File: src/rtl/score_keeper.sv
`timescale 1ns/1ps
// Purpose: game-logic stage; edge-detected hit/miss/start/game_over events drive a saturating combo score, high score and game FSM.
// Latency: an event sampled at clock edge N is reflected on every output right after edge N; no further pipelining.
// Backpressure: none; event inputs are always accepted and outputs are always valid.
module score_keeper #(
    parameter int MAX_SCORE   = 999,
    parameter int BASE_POINTS = 1,
    parameter int MAX_MULT    = 4,
    parameter int COMBO_STEP  = 4
) (
    input  logic       clk,
    input  logic       resetn,
    input  logic       start,
    input  logic       hit,
    input  logic       miss,
    input  logic       game_over,
    output logic [9:0] score,
    output logic [9:0] high_score,
    output logic [2:0] multiplier,
    output logic       playing,
    output logic       new_high
);

    typedef enum logic [1:0] {
        S_IDLE    = 2'd0,
        S_PLAYING = 2'd1,
        S_OVER    = 2'd2
    } state_t;

    state_t      state;
    logic        start_d;
    logic        hit_d;
    logic        miss_d;
    logic        game_over_d;
    logic [3:0]  hit_cnt;

    logic        start_rise;
    logic        hit_rise;
    logic        miss_rise;
    logic        game_over_rise;
    logic [10:0] score_sum;
    logic [9:0]  score_sat;
    logic [3:0]  cnt_inc;
    logic        combo_done;

    assign start_rise     = start & ~start_d;
    assign hit_rise       = hit & ~hit_d;
    assign miss_rise      = miss & ~miss_d;
    assign game_over_rise = game_over & ~game_over_d;

    // Delay flops for rising-edge detection; cleared at reset so a level already high counts on the first clock.
    always_ff @(posedge clk or negedge resetn) begin
        if (!resetn) begin
            start_d     <= 1'b0;
            hit_d       <= 1'b0;
            miss_d      <= 1'b0;
            game_over_d <= 1'b0;
        end else begin
            start_d     <= start;
            hit_d       <= hit;
            miss_d      <= miss;
            game_over_d <= game_over;
        end
    end

    // Next score (11-bit sum so it cannot wrap, then clamp) and combo counter step.
    always_comb begin
        score_sum  = {1'b0, score} + 11'(BASE_POINTS) * {8'd0, multiplier};
        score_sat  = (score_sum > 11'(MAX_SCORE)) ? 10'(MAX_SCORE) : score_sum[9:0];
        cnt_inc    = hit_cnt + 4'd1;
        combo_done = (cnt_inc == 4'(COMBO_STEP));
    end

    // Game FSM with registered outputs; game_over beats miss beats hit within one cycle.
    always_ff @(posedge clk or negedge resetn) begin
        if (!resetn) begin
            state      <= S_IDLE;
            score      <= 10'd0;
            high_score <= 10'd0;
            multiplier <= 3'd1;
            hit_cnt    <= 4'd0;
            playing    <= 1'b0;
            new_high   <= 1'b0;
        end else begin
            case (state)
                S_IDLE, S_OVER: begin
                    if (start_rise) begin
                        state      <= S_PLAYING;
                        playing    <= 1'b1;
                        score      <= 10'd0;
                        multiplier <= 3'd1;
                        hit_cnt    <= 4'd0;
                        new_high   <= 1'b0;
                    end
                end
                S_PLAYING: begin
                    if (game_over_rise) begin
                        state   <= S_OVER;
                        playing <= 1'b0;
                        // Ties do not count as a new record.
                        if (score > high_score) begin
                            high_score <= score;
                            new_high   <= 1'b1;
                        end
                    end else if (miss_rise) begin
                        multiplier <= 3'd1;
                        hit_cnt    <= 4'd0;
                    end else if (hit_rise) begin
                        score <= score_sat;
                        if (combo_done) begin
                            hit_cnt <= 4'd0;
                            if (multiplier < 3'(MAX_MULT)) begin
                                multiplier <= multiplier + 3'd1;
                            end
                        end else begin
                            hit_cnt <= cnt_inc;
                        end
                    end
                end
                default: begin
                    state   <= S_IDLE;
                    playing <= 1'b0;
                end
            endcase
        end
    end

endmodule

File: config.mk
export PLATFORM = sky130hd
export DESIGN_NAME = score_keeper
export DESIGN_NICKNAME = d
export VERILOG_FILES = /design/src/rtl/score_keeper.sv
export SDC_FILE = /design/constraint.sdc
export NUM_CORES = 1
export LEC_CHECK = 0
export CAP_MARGIN = 25
export CORE_ASPECT_RATIO = 0.8
export CORE_MARGIN = 1
export CORE_UTILIZATION = 55
export CTS_BUF_LIST = sky130_fd_sc_hd__clkbuf_8
export DETAILED_ROUTE_END_ITERATION = 8
export HOLD_SLACK_MARGIN = 0.12
export PLACE_DENSITY = 0.9
export SETUP_SLACK_MARGIN = 0.02
export SYNTH_ARGS = -nofsm -noshare
export SYNTH_HDL_FRONTEND = slang
export SYNTH_SLANG_ARGS = --single-unit
File: constraint.sdc
create_clock -name clk -period 4.3 [get_ports clk]
set_input_delay 0.86 -clock clk [delete_from_list [all_inputs] [get_ports clk]]
set_output_delay 0.86 -clock clk [all_outputs]
set_load 0.02 [all_outputs]
* After elaboration in Yosys (flattened, before gate mapping)
Index checks and enable logic that the tools add are counted.
** Operators by class
- Eq/ne operators :: 12
- Bitwise gates (word level) :: 8
- Add/subtract/negate cells :: 3
- Order comparisons :: 3
- Reduce and logical (&&, ||, !) cells :: 9
- Muxes and demuxes :: 29
** Operator list (number)
- $mux 10 :: 5
- $mux 4 :: 5
- $pmux 10 s2 :: 1
- $mux 3 :: 6
- $ne 2x2->1 const B :: 6
- $add 10x3->11 :: 1
- $gt 11x10->1 const B :: 1
- $gt 10x10->1 :: 1
- $ne 3x3->1 const B :: 3
- $pmux 4 s2 :: 1
- $reduce_and 4->1 :: 2
- $pmux 3 s2 :: 1
- $reduce_and 6->1 :: 1
- $mux 1 :: 5
- $reduce_and 5->1 :: 1
- $add 4x1->4 const B :: 1
- $and 1x1->1 :: 4
- $eq 4x3->1 const B :: 1
- $mux 2 :: 2
- $not 1->1 :: 4
- $pmux 1 s2 :: 2
- $pmux 2 s2 :: 1
- $add 3x1->3 const B :: 1
- $lt 3x3->1 const B :: 1
- 7 further kinds :: 7
** Storage, ports and cells
- Output and inout port bits :: 25
- Bits in registers :: 35

* Longest topological paths before layout
Gate-level depths: netlist of the first run.
- Depth after elaboration :: 7
- Depth in mapped cells :: 9
- Mapped depth without buffers :: 9

* Worst setup path after synthesis of the first run
Ideal clock, no wire load.
- Path kind :: reg-to-reg
- From :: register multiplier[0]
- To :: register score[3]
- Cell stages (with the launch flop) :: 9
- Slack :: 1443 ps
- Setup time :: 124 ps
- Arrival time :: 2733 ps
- Buffers on the path :: 0
- Cell sequence :: dfstp_2 -> ha_1 -> inv_1 -> fa_1 -> nand2b_1 -> a2111oi_2 -> o32a_4 -> a2111oi_2 -> a211o_1
** On the way
- Cells in the longest elaborated chain, start to end :: 7
** Ends and longest elaborated chain
- start: declaration :: RTL line 19 : output logic [2:0] multiplier,
- start signal: assignment :: RTL line 113 : multiplier <= multiplier + 3'd1;
- $add 10x3->11 (*) :: RTL line 68 : score_sum = {1'b0, score} + 11'(BASE_POINTS) * {8'd0, multiplier};
- $gt 11x10->1 :: RTL line 69 : score_sat = (score_sum > 11'(MAX_SCORE)) ? 10'(MAX_SCORE) : score_sum[9:0];
- $mux 10 (*) :: RTL line 69
- $mux 10 (*) :: RTL line 108 : end else if (hit_rise) begin
- $mux 10 (*) :: RTL line 105 : end else if (miss_rise) begin
- $mux 10 (*) :: RTL line 97 : if (game_over_rise) begin
- $pmux 10 s2 (*) :: RTL line 85 : case (state)
- end signal: assignment :: RTL line 109 : score <= score_sat;
- end: declaration :: RTL line 17 : output logic [9:0] score,
Mark *: on every way between the ends. The rest lies on a longest branch, timed or not. The select of a mux whose other input is x is not followed.
A chain may end at the register's enable or synchronous reset.

* Worst setup path in the final report of the first run
Same ends and word-level chain as after synthesis.

==> metrics.yaml, run 1 <==
timing:
  hold_ws_ns: 0.5064
  hold_viol: 0
  rsz0062_at_grt: "no"
  skew_ns: 0.006294
  worst_pin_slew_ns: 0.9479
  worst_slew_margin_rel_pct: 36.22
  fin_setup_tns_ns: 0
  slew_violations: 0
  fmax_mhz: 324.0
  finalCriticalPeriod_ns: 3.086
  setup_viol: 0
  fin_crit_sh_pct: 71.77
clocking:
  cts_buffers: 5
  ctsHoldBuffers: 0
  cts_tree: "built"
  clkLatencyLatePin_ns: 0.29
  cts_root_buf: "clkbuf_8"
  ctsResizeCount: 0
  clock_path_buffers: 2
  cts_setup_buffers: 0
  path_clk_slew_ns: 0.07
  h-tree-depth: 2
  cts.sinks: 35
detailed_routing:
  drt_pass1_iterations: 7
  routed_via_density: 6.077
  wl_per_cell_um: 15.93
  final_antenna_net_count: 0
  vias: 1823
  wirelength_mm: 4.779
  drc: 3
  drtIter0Drc: 108
floorplan:
  die-area_um2: 4084
  pin_count: 31
  die_h_um: 57.36
  initial_utilization_pct: 59.48
  fp.dieW_um: 71.20
  core_area_um2: 3542
  num_rows: 19
job:
  cap_viol_max_count: 0
layout:
  syn2layout_area_growth_pct: 20.90
  fin_nets: 280
  drive_above_1_share_pct: 7.364
  n_antenna_cell: 0
critical_path:
  endpoint: "score[3]$_DFFE_PN0P_"
  reg2reg_depth: 8
  path_max_fanout: 6
  crit_type: "reg2reg"
  endpoint_kind: "flip-flop"
  arrival_ns: 3.26
  cp-start-kind: "flip-flop"
  r2r_end: "score[3]$_DFFE_PN0P_"
  timing.rr.start: "multiplier[0]$_DFFE_PN1P_"
  critPathRequiredTime_ns: 4.47
  crit_path_start: "multiplier[0]$_DFFE_PN1P_"
  rrSetupSlack_ns: 1.21
logic_synthesis:
  yosys_register_bits: 35
  yosys.area.top_type: "dfrtp_1"
  yosys_warnings: 0
  ys_top_cells_by_count: "dfrtp_1 (34), inv_1 (21), o21ai_0 (18)"
  ys_types: 49
  synthesis.nets: 245
  netlist_top_cells_area: "dfrtp_1 (40%), ha_1 (9.5%), o21ai_0 (4.3%)"
  synth_top_area_share_pct: 40.38
  ys_seq_area_share_pct: 41.63
  async_flop_share_pct: 100.0
  yosysMostFrequentCell: "dfrtp_1"
  synth_edf_count: 0
  synth.avg_cell_area_um2: 9.491
  syn_area_um2: 2107
  synth_cells: 222
  synth-main-ff-cell: "dfrtp_1"
global_route:
  grt_max_degree: 36
  grt_pass1_vias: 1701
  grt_pass1_wl_mm: 8.155
  antenna_found_initial: 0
  grt-ovfl-total: 0
  track_usage_pct: 26.32
power_and_ir_drop:
  power_density_nw_per_um2: 297.4
  p_leak_nw: 1.159
  vdd_drop_max_v: 0.0002248
placed_design:
  portBuffers: 30
  place_congestion: 0.9500
  hpwl_mm: 3.565
outcome:
  violations: "design-rule violations"
  status: "complete, but fails checks"
min_path:
  hold_path_class: "reg2reg"
[layout make-up]
cell class / instances / area, um2
multi-input cells: 162 / 1139
fillers: 242 / 994.7
flip-flops and latches: 35 / 877.1
repair buffers: 32 / 315.3
inverters: 21 / 78.83
clock buffers: 5 / 68.82
well taps: 42 / 52.55
clock inverters: 3 / 16.27
[where the power goes]
| part | leakage, nW | switching [mW] | internal, mW |
|---|---|---|---|
| sequential | 0.445 | 0.0264 | 0.351 |
| combinational | 0.668 | 0.0890 | 0.0573 |
| clock | 0.0453 | 0.123 | 0.111 |
| total | 1.16 | 0.239 | 0.519 |
[layer usage]
| layer | routed length (um) | GRT usage [%] | vias up |
|---|---|---|---|
| met5 | 0 | 0 | - |
| met4 | 76 | 8.857 | 0 |
| met3 | 354 | 7.774 | 11 |
| met2 | 2122 | 40.00 | 79 |
| met1 | 2225 | 36.27 | 857 |
| li1 | - | - | 876 |
[cell families after synthesis]
logic type	synth area share (%)
AOI/OAI and AO/OA	20.90
xor gates and xnor gates	0.4158
adders and majority gates	10.45
buffers and inverters	4.573
DFF	41.63
muxes	5.522
and+or+nand+nor	16.51
[through the flow]
step | setup WS, ns | total power [mW] | std cells | cell area [um2] | util (%)
3_3_place_gp | 1.341 | 0.5208 | 292 | 2462 | 69.52
2_1_floorplan | 1.443 | 0.4669 | 222 | 2107 | -
5_1_grt | 1.012 | 0.8010 | 300 | 2547 | 71.92
4_1_cts | 1.251 | 0.7613 | 300 | 2547 | 71.92
3_5_place_dp | 1.258 | 0.5270 | 292 | 2462 | 69.52
6_report | 1.214 | 0.7575 | 300 | 2547 | 71.92
[worst min path at each step]
stage / startpoint / endpoint / depth (start not counted)
after floorplan: hit_cnt[2]$_DFFE_PN0P_ / hit_cnt[2]$_DFFE_PN0P_ / 2
after global placement: playing$_DFFE_PN0P_ / playing$_DFFE_PN0P_ / 2
after detailed placement: multiplier[0]$_DFFE_PN1P_ / multiplier[0]$_DFFE_PN1P_ / 1
after CTS: multiplier[0]$_DFFE_PN1P_ / multiplier[0]$_DFFE_PN1P_ / 1
after global routing: multiplier[0]$_DFFE_PN1P_ / multiplier[0]$_DFFE_PN1P_ / 1
final: multiplier[0]$_DFFE_PN1P_ / multiplier[0]$_DFFE_PN1P_ / 1
[state kept, by name, summed over array words and instances (netlist names)]
signal	cells
state	2
game_over_d	1
multiplier	3
playing	1
score	10
high_score	10
start_d	1
hit_cnt	4
miss_d	1
new_high	1
hit_d	1
[cells in the final DEF, fill, tap and decap left out, types with 2 or more instances in the layout]
cell	netlist	routed
clkbuf_8	0	5
nor3_1	3	3
mux2i_1	6	6
nor2b_1	7	7
mux2_1	4	4
inv_1	21	22
buf_4	0	2
a21oi_1	8	8
a221oi_1	2	2
o21ai_1	8	8
a21o_1	5	5
ha_1	16	16
a211oi_1	3	3
nand3_1	6	6
clkdlybuf4s50_1	0	30
nand2_1	17	17
nand2b_1	6	6
a22oi_1	3	3
o21ai_0	18	18
a2111oi_2	2	2
nor4_1	5	5
dfrtp_1	34	34
nor2_1	16	16
and3_1	2	2
[critical path, cell delays in order, from the launching register on]
cell       delay [ns]
dfstp_2          0.57
ha_1             0.23
inv_1            0.08
fa_1             0.44
nand2b_1         0.25
a2111oi_2        0.72
o32a_4           0.33
a2111oi_2        0.07
a211o_1          0.30
Power figures use the tool's default switching activity.
==> run 2, diff against run 1 <==
--- a/config.mk
+++ b/config.mk
@@ -8,11 +8,11 @@
 export CAP_MARGIN = 25
 export CORE_ASPECT_RATIO = 0.8
 export CORE_MARGIN = 1
-export CORE_UTILIZATION = 55
+export CORE_UTILIZATION = 51
 export CTS_BUF_LIST = sky130_fd_sc_hd__clkbuf_8
 export DETAILED_ROUTE_END_ITERATION = 8
 export HOLD_SLACK_MARGIN = 0.12
-export PLACE_DENSITY = 0.9
+export PLACE_DENSITY = 0.88
 export SETUP_SLACK_MARGIN = 0.02
 export SYNTH_ARGS = -nofsm -noshare
 export SYNTH_HDL_FRONTEND = slang
==> constraint.sdc (replaced) <==
create_clock -name clk -period 2.6 [get_ports clk]
set_input_delay 0.52 -clock clk [delete_from_list [all_inputs] [get_ports clk]]
set_output_delay 0.52 -clock clk [all_outputs]
set_load 0.02 [all_outputs]
==> run 2 against run 1 <==
Against the previous run:
- the run now ends clean
- highest routed layer unchanged
- sequential power up 66%
- critical endpoint unchanged
- combinational power grew 85%
- power grew 69%
- via count is 4.1% higher
- fmax increased by 23%
- critical path type unchanged
- sequential share of layout area down 3.4 points
- largest cell class unchanged
==> metrics.yaml, run 2 (synthesis gave the netlist of run 1 again) <==
min_path:
  hold_path_class: "reg2reg"  # unchanged
  worstHoldStart: "new_high$_DFFE_PN0P_"  # was multiplier[0]$_DFFE_PN1P_
  holdPathEnd: "new_high$_DFFE_PN0P_"  # was multiplier[0]$_DFFE_PN1P_
  hold_depth: 2  # was 1
placed_design:
  hpwl_mm: 3.808  # was 3.565 mm
  dp_cells: 320  # was 292
  place_congestion: 0.9205  # was 0.9500
  portBuffers: 30  # unchanged
timing:
  worst_pin_slew_ns: 0.4908  # was 0.9479 ns
  slew_violations: 0  # unchanged
  fmax_mhz: 398.1  # was 324.0 MHz
  finalCriticalPeriod_ns: 2.512  # was 3.086 ns
  rsz0062_at_grt: "yes"  # was no
  skew_ns: 0.006705  # was 0.006294 ns
  fin_crit_sh_pct: 96.61  # was 71.77%
  setup_viol: 0  # unchanged
  hold_viol: 0  # unchanged
  hold_ws_ns: 0.5111  # was 0.5064 ns
  worst_slew_margin_rel_pct: 66.98  # was 36.22%
critical_path:
  arrival_ns: 2.69  # was 3.26 ns
  crit_type: "reg2reg"  # unchanged
  rrSetupSlack_ns: 0.09  # was 1.21 ns
  reg2reg_depth: 9  # was 8
  critPathRequiredTime_ns: 2.78  # was 4.47 ns
  endpoint_kind: "flip-flop"  # unchanged
  r2r_end: "score[3]$_DFFE_PN0P_"  # unchanged
  cp-start-kind: "flip-flop"  # unchanged
  timing.rr.start: "multiplier[0]$_DFFE_PN1P_"  # unchanged
  path_max_fanout: 4  # was 6
layout:
  fin_nets: 303  # was 280
  final_util_pct: 72.94  # was 71.92%
  stdcell_count: 336  # was 300
  final_common_cell: "dfrtp_1"  # unchanged
  drive_above_1_share_pct: 17.08  # was 7.364%
  n_antenna_cell: 0  # unchanged
  top_regs: "high_score x10, score x10, hit_cnt x4"  # unchanged
  syn2layout_area_growth_pct: 34.26  # was 20.90%
  mostFrequentLayoutCells: "dfrtp_1 (34), clkdlybuf4s50_1 (30), buf_4 (24), inv_1 (22), o21ai_0 (18)"  # was dfrtp_1 (34), clkdlybuf4s50_1 (30), inv_1 (22), o21ai_0 (18), nand2_1 (17)
floorplan:
  die_h_um: 59.49  # was 57.36 um
  initial_utilization_pct: 54.32  # was 59.48%
  die-area_um2: 4394  # was 4084 um2
  core_area_um2: 3879  # was 3542 um2
  pin_count: 31  # unchanged
  num_rows: 20  # was 19
  fp.dieW_um: 73.86  # was 71.20 um
global_route:
  grt_max_degree: 36  # unchanged
  grt_pass1_vias: 1791  # was 1,701
  antenna_found_initial: 0  # unchanged
  grt_pass1_wl_mm: 8.542  # was 8.155 mm
  track_usage_pct: 26.63  # was 26.32%
  grt-ovfl-total: 0  # unchanged
detailed_routing:
  final_antenna_net_count: 0  # unchanged
  drtIter0Drc: 123  # was 108
  vias: 1898  # was 1,823
  routed_via_density: 5.649  # was 6.077
  drt_pass1_iterations: 4  # was 7
  wl_per_cell_um: 15.56  # was 15.93 um
  wirelength_mm: 5.229  # was 4.779 mm
  drc: 0  # was 3
clocking:
  clock_path_buffers: 2  # unchanged
  cts_buffers: 5  # unchanged
  cts.sinks: 35  # unchanged
  cts_root_buf: "clkbuf_8"  # unchanged
  cts_tree: "built"  # unchanged
  path_clk_slew_ns: 0.07  # about the same
  h-tree-depth: 2  # unchanged
  clkLatencyLatePin_ns: 0.30  # was 0.29 ns
power_and_ir_drop:
  p_leak_nw: 1.298  # was 1.159 nW
  share_comb_of_total_power_pct: 21.1  # was 19.3%
  vdd_drop_max_v: 0.0003123  # was 0.0002248 V
  p_int_mw: 0.8762  # was 0.5187 mW
  p_sw_share_pct: 31.47  # was 31.53%
  p_total_mw: 1.279  # was 0.7575 mW
  p_seq_share_pct: 48.9  # was 49.8%
  power_density_nw_per_um2: 452.0  # was 297.4 nW/um2
  p_clk_share_pct: 30.0  # was 30.9%
  power_switching_mw: 0.4024  # was 0.2388 mW
outcome:
  status: "finished, final reports clean"  # was complete, but fails checks
job:
  cap_viol_max_count: 0  # unchanged
run 2: what timing repair did:
item / CTS / global route
pin swaps: 3 / 6
hold buffers: 0 / 0
resized for setup: 4 / 2
endpoints found under the setup margin: 6 / 6
setup buffers: 4 / 4
run 2: power by group through the flow:
stage | registers [mW] | logic [mW] | clock network, mW
after floorplan | 0.642 | 0.133 | 0
after global placement | 0.629 | 0.252 | 0
after detailed placement | 0.630 | 0.262 | 0
after CTS | 0.624 | 0.272 | 0.399
after global routing | 0.631 | 0.304 | 0.421
final | 0.625 | 0.270 | 0.384
run 2: critical path, stage by stage, from the launching register on:
cell and delay [ns]:
dfstp_2 0.56, ha_4 0.15, inv_1 0.06, fa_2 0.36, nor2_1 0.11, nand3_1 0.09, a2111oi_2 0.42, o32a_4 0.28
a211oi_2 0.07, a211o_1 0.29
run 2: layer usage:
layer / up-vias / share of wire [%] / GRT usage, %
met3: 8 / 8.4 / 7.483
met5: - / 0 / 0
met1: 892 / 47 / 37.81
met2: 77 / 44 / 39.84
met4: 0 / 1.2 / 7.418
li1: 921 / - / -
run 2: worst max path at each step:
stage                                          from                   endpoint  slack [ns]
after floorplan           multiplier[0]$_DFFE_PN1P_       score[3]$_DFFE_PN0P_        0.04
after global placement         score[5]$_DFFE_PN0P_  high_score[0]$_DFFE_PN0P_      -0.004
after detailed placement  high_score[7]$_DFFE_PN0P_  high_score[0]$_DFFE_PN0P_       -0.06
after CTS                 multiplier[0]$_DFFE_PN1P_       score[3]$_DFFE_PN0P_        0.05
after global routing      multiplier[0]$_DFFE_PN1P_       score[3]$_DFFE_PN0P_       0.008
final                     multiplier[0]$_DFFE_PN1P_       score[3]$_DFFE_PN0P_        0.09
run 2: through the flow:
stage | cell area [um2] | TNS, ns | worst slack (ns)
after global routing | 2829 | 0 | 0.007853
final | 2829 | 0 | 0.08817
after global placement | 2625 | -0.007754 | -0.004176
after floorplan | 2141 | 0 | 0.03533
after CTS | 2769 | 0 | 0.05142
after detailed placement | 2625 | -0.1472 | -0.05616
run 2: final cells by class:
cell class / count / area [um2]
multi-input combinational: 162 / 1219
fill: 273 / 1050
sequential: 35 / 877.1
timing repair buffer: 55 / 500.5
inverter: 21 / 78.83
clock buffer: 5 / 68.82
tap: 55 / 68.82
clock inverter: 3 / 16.27
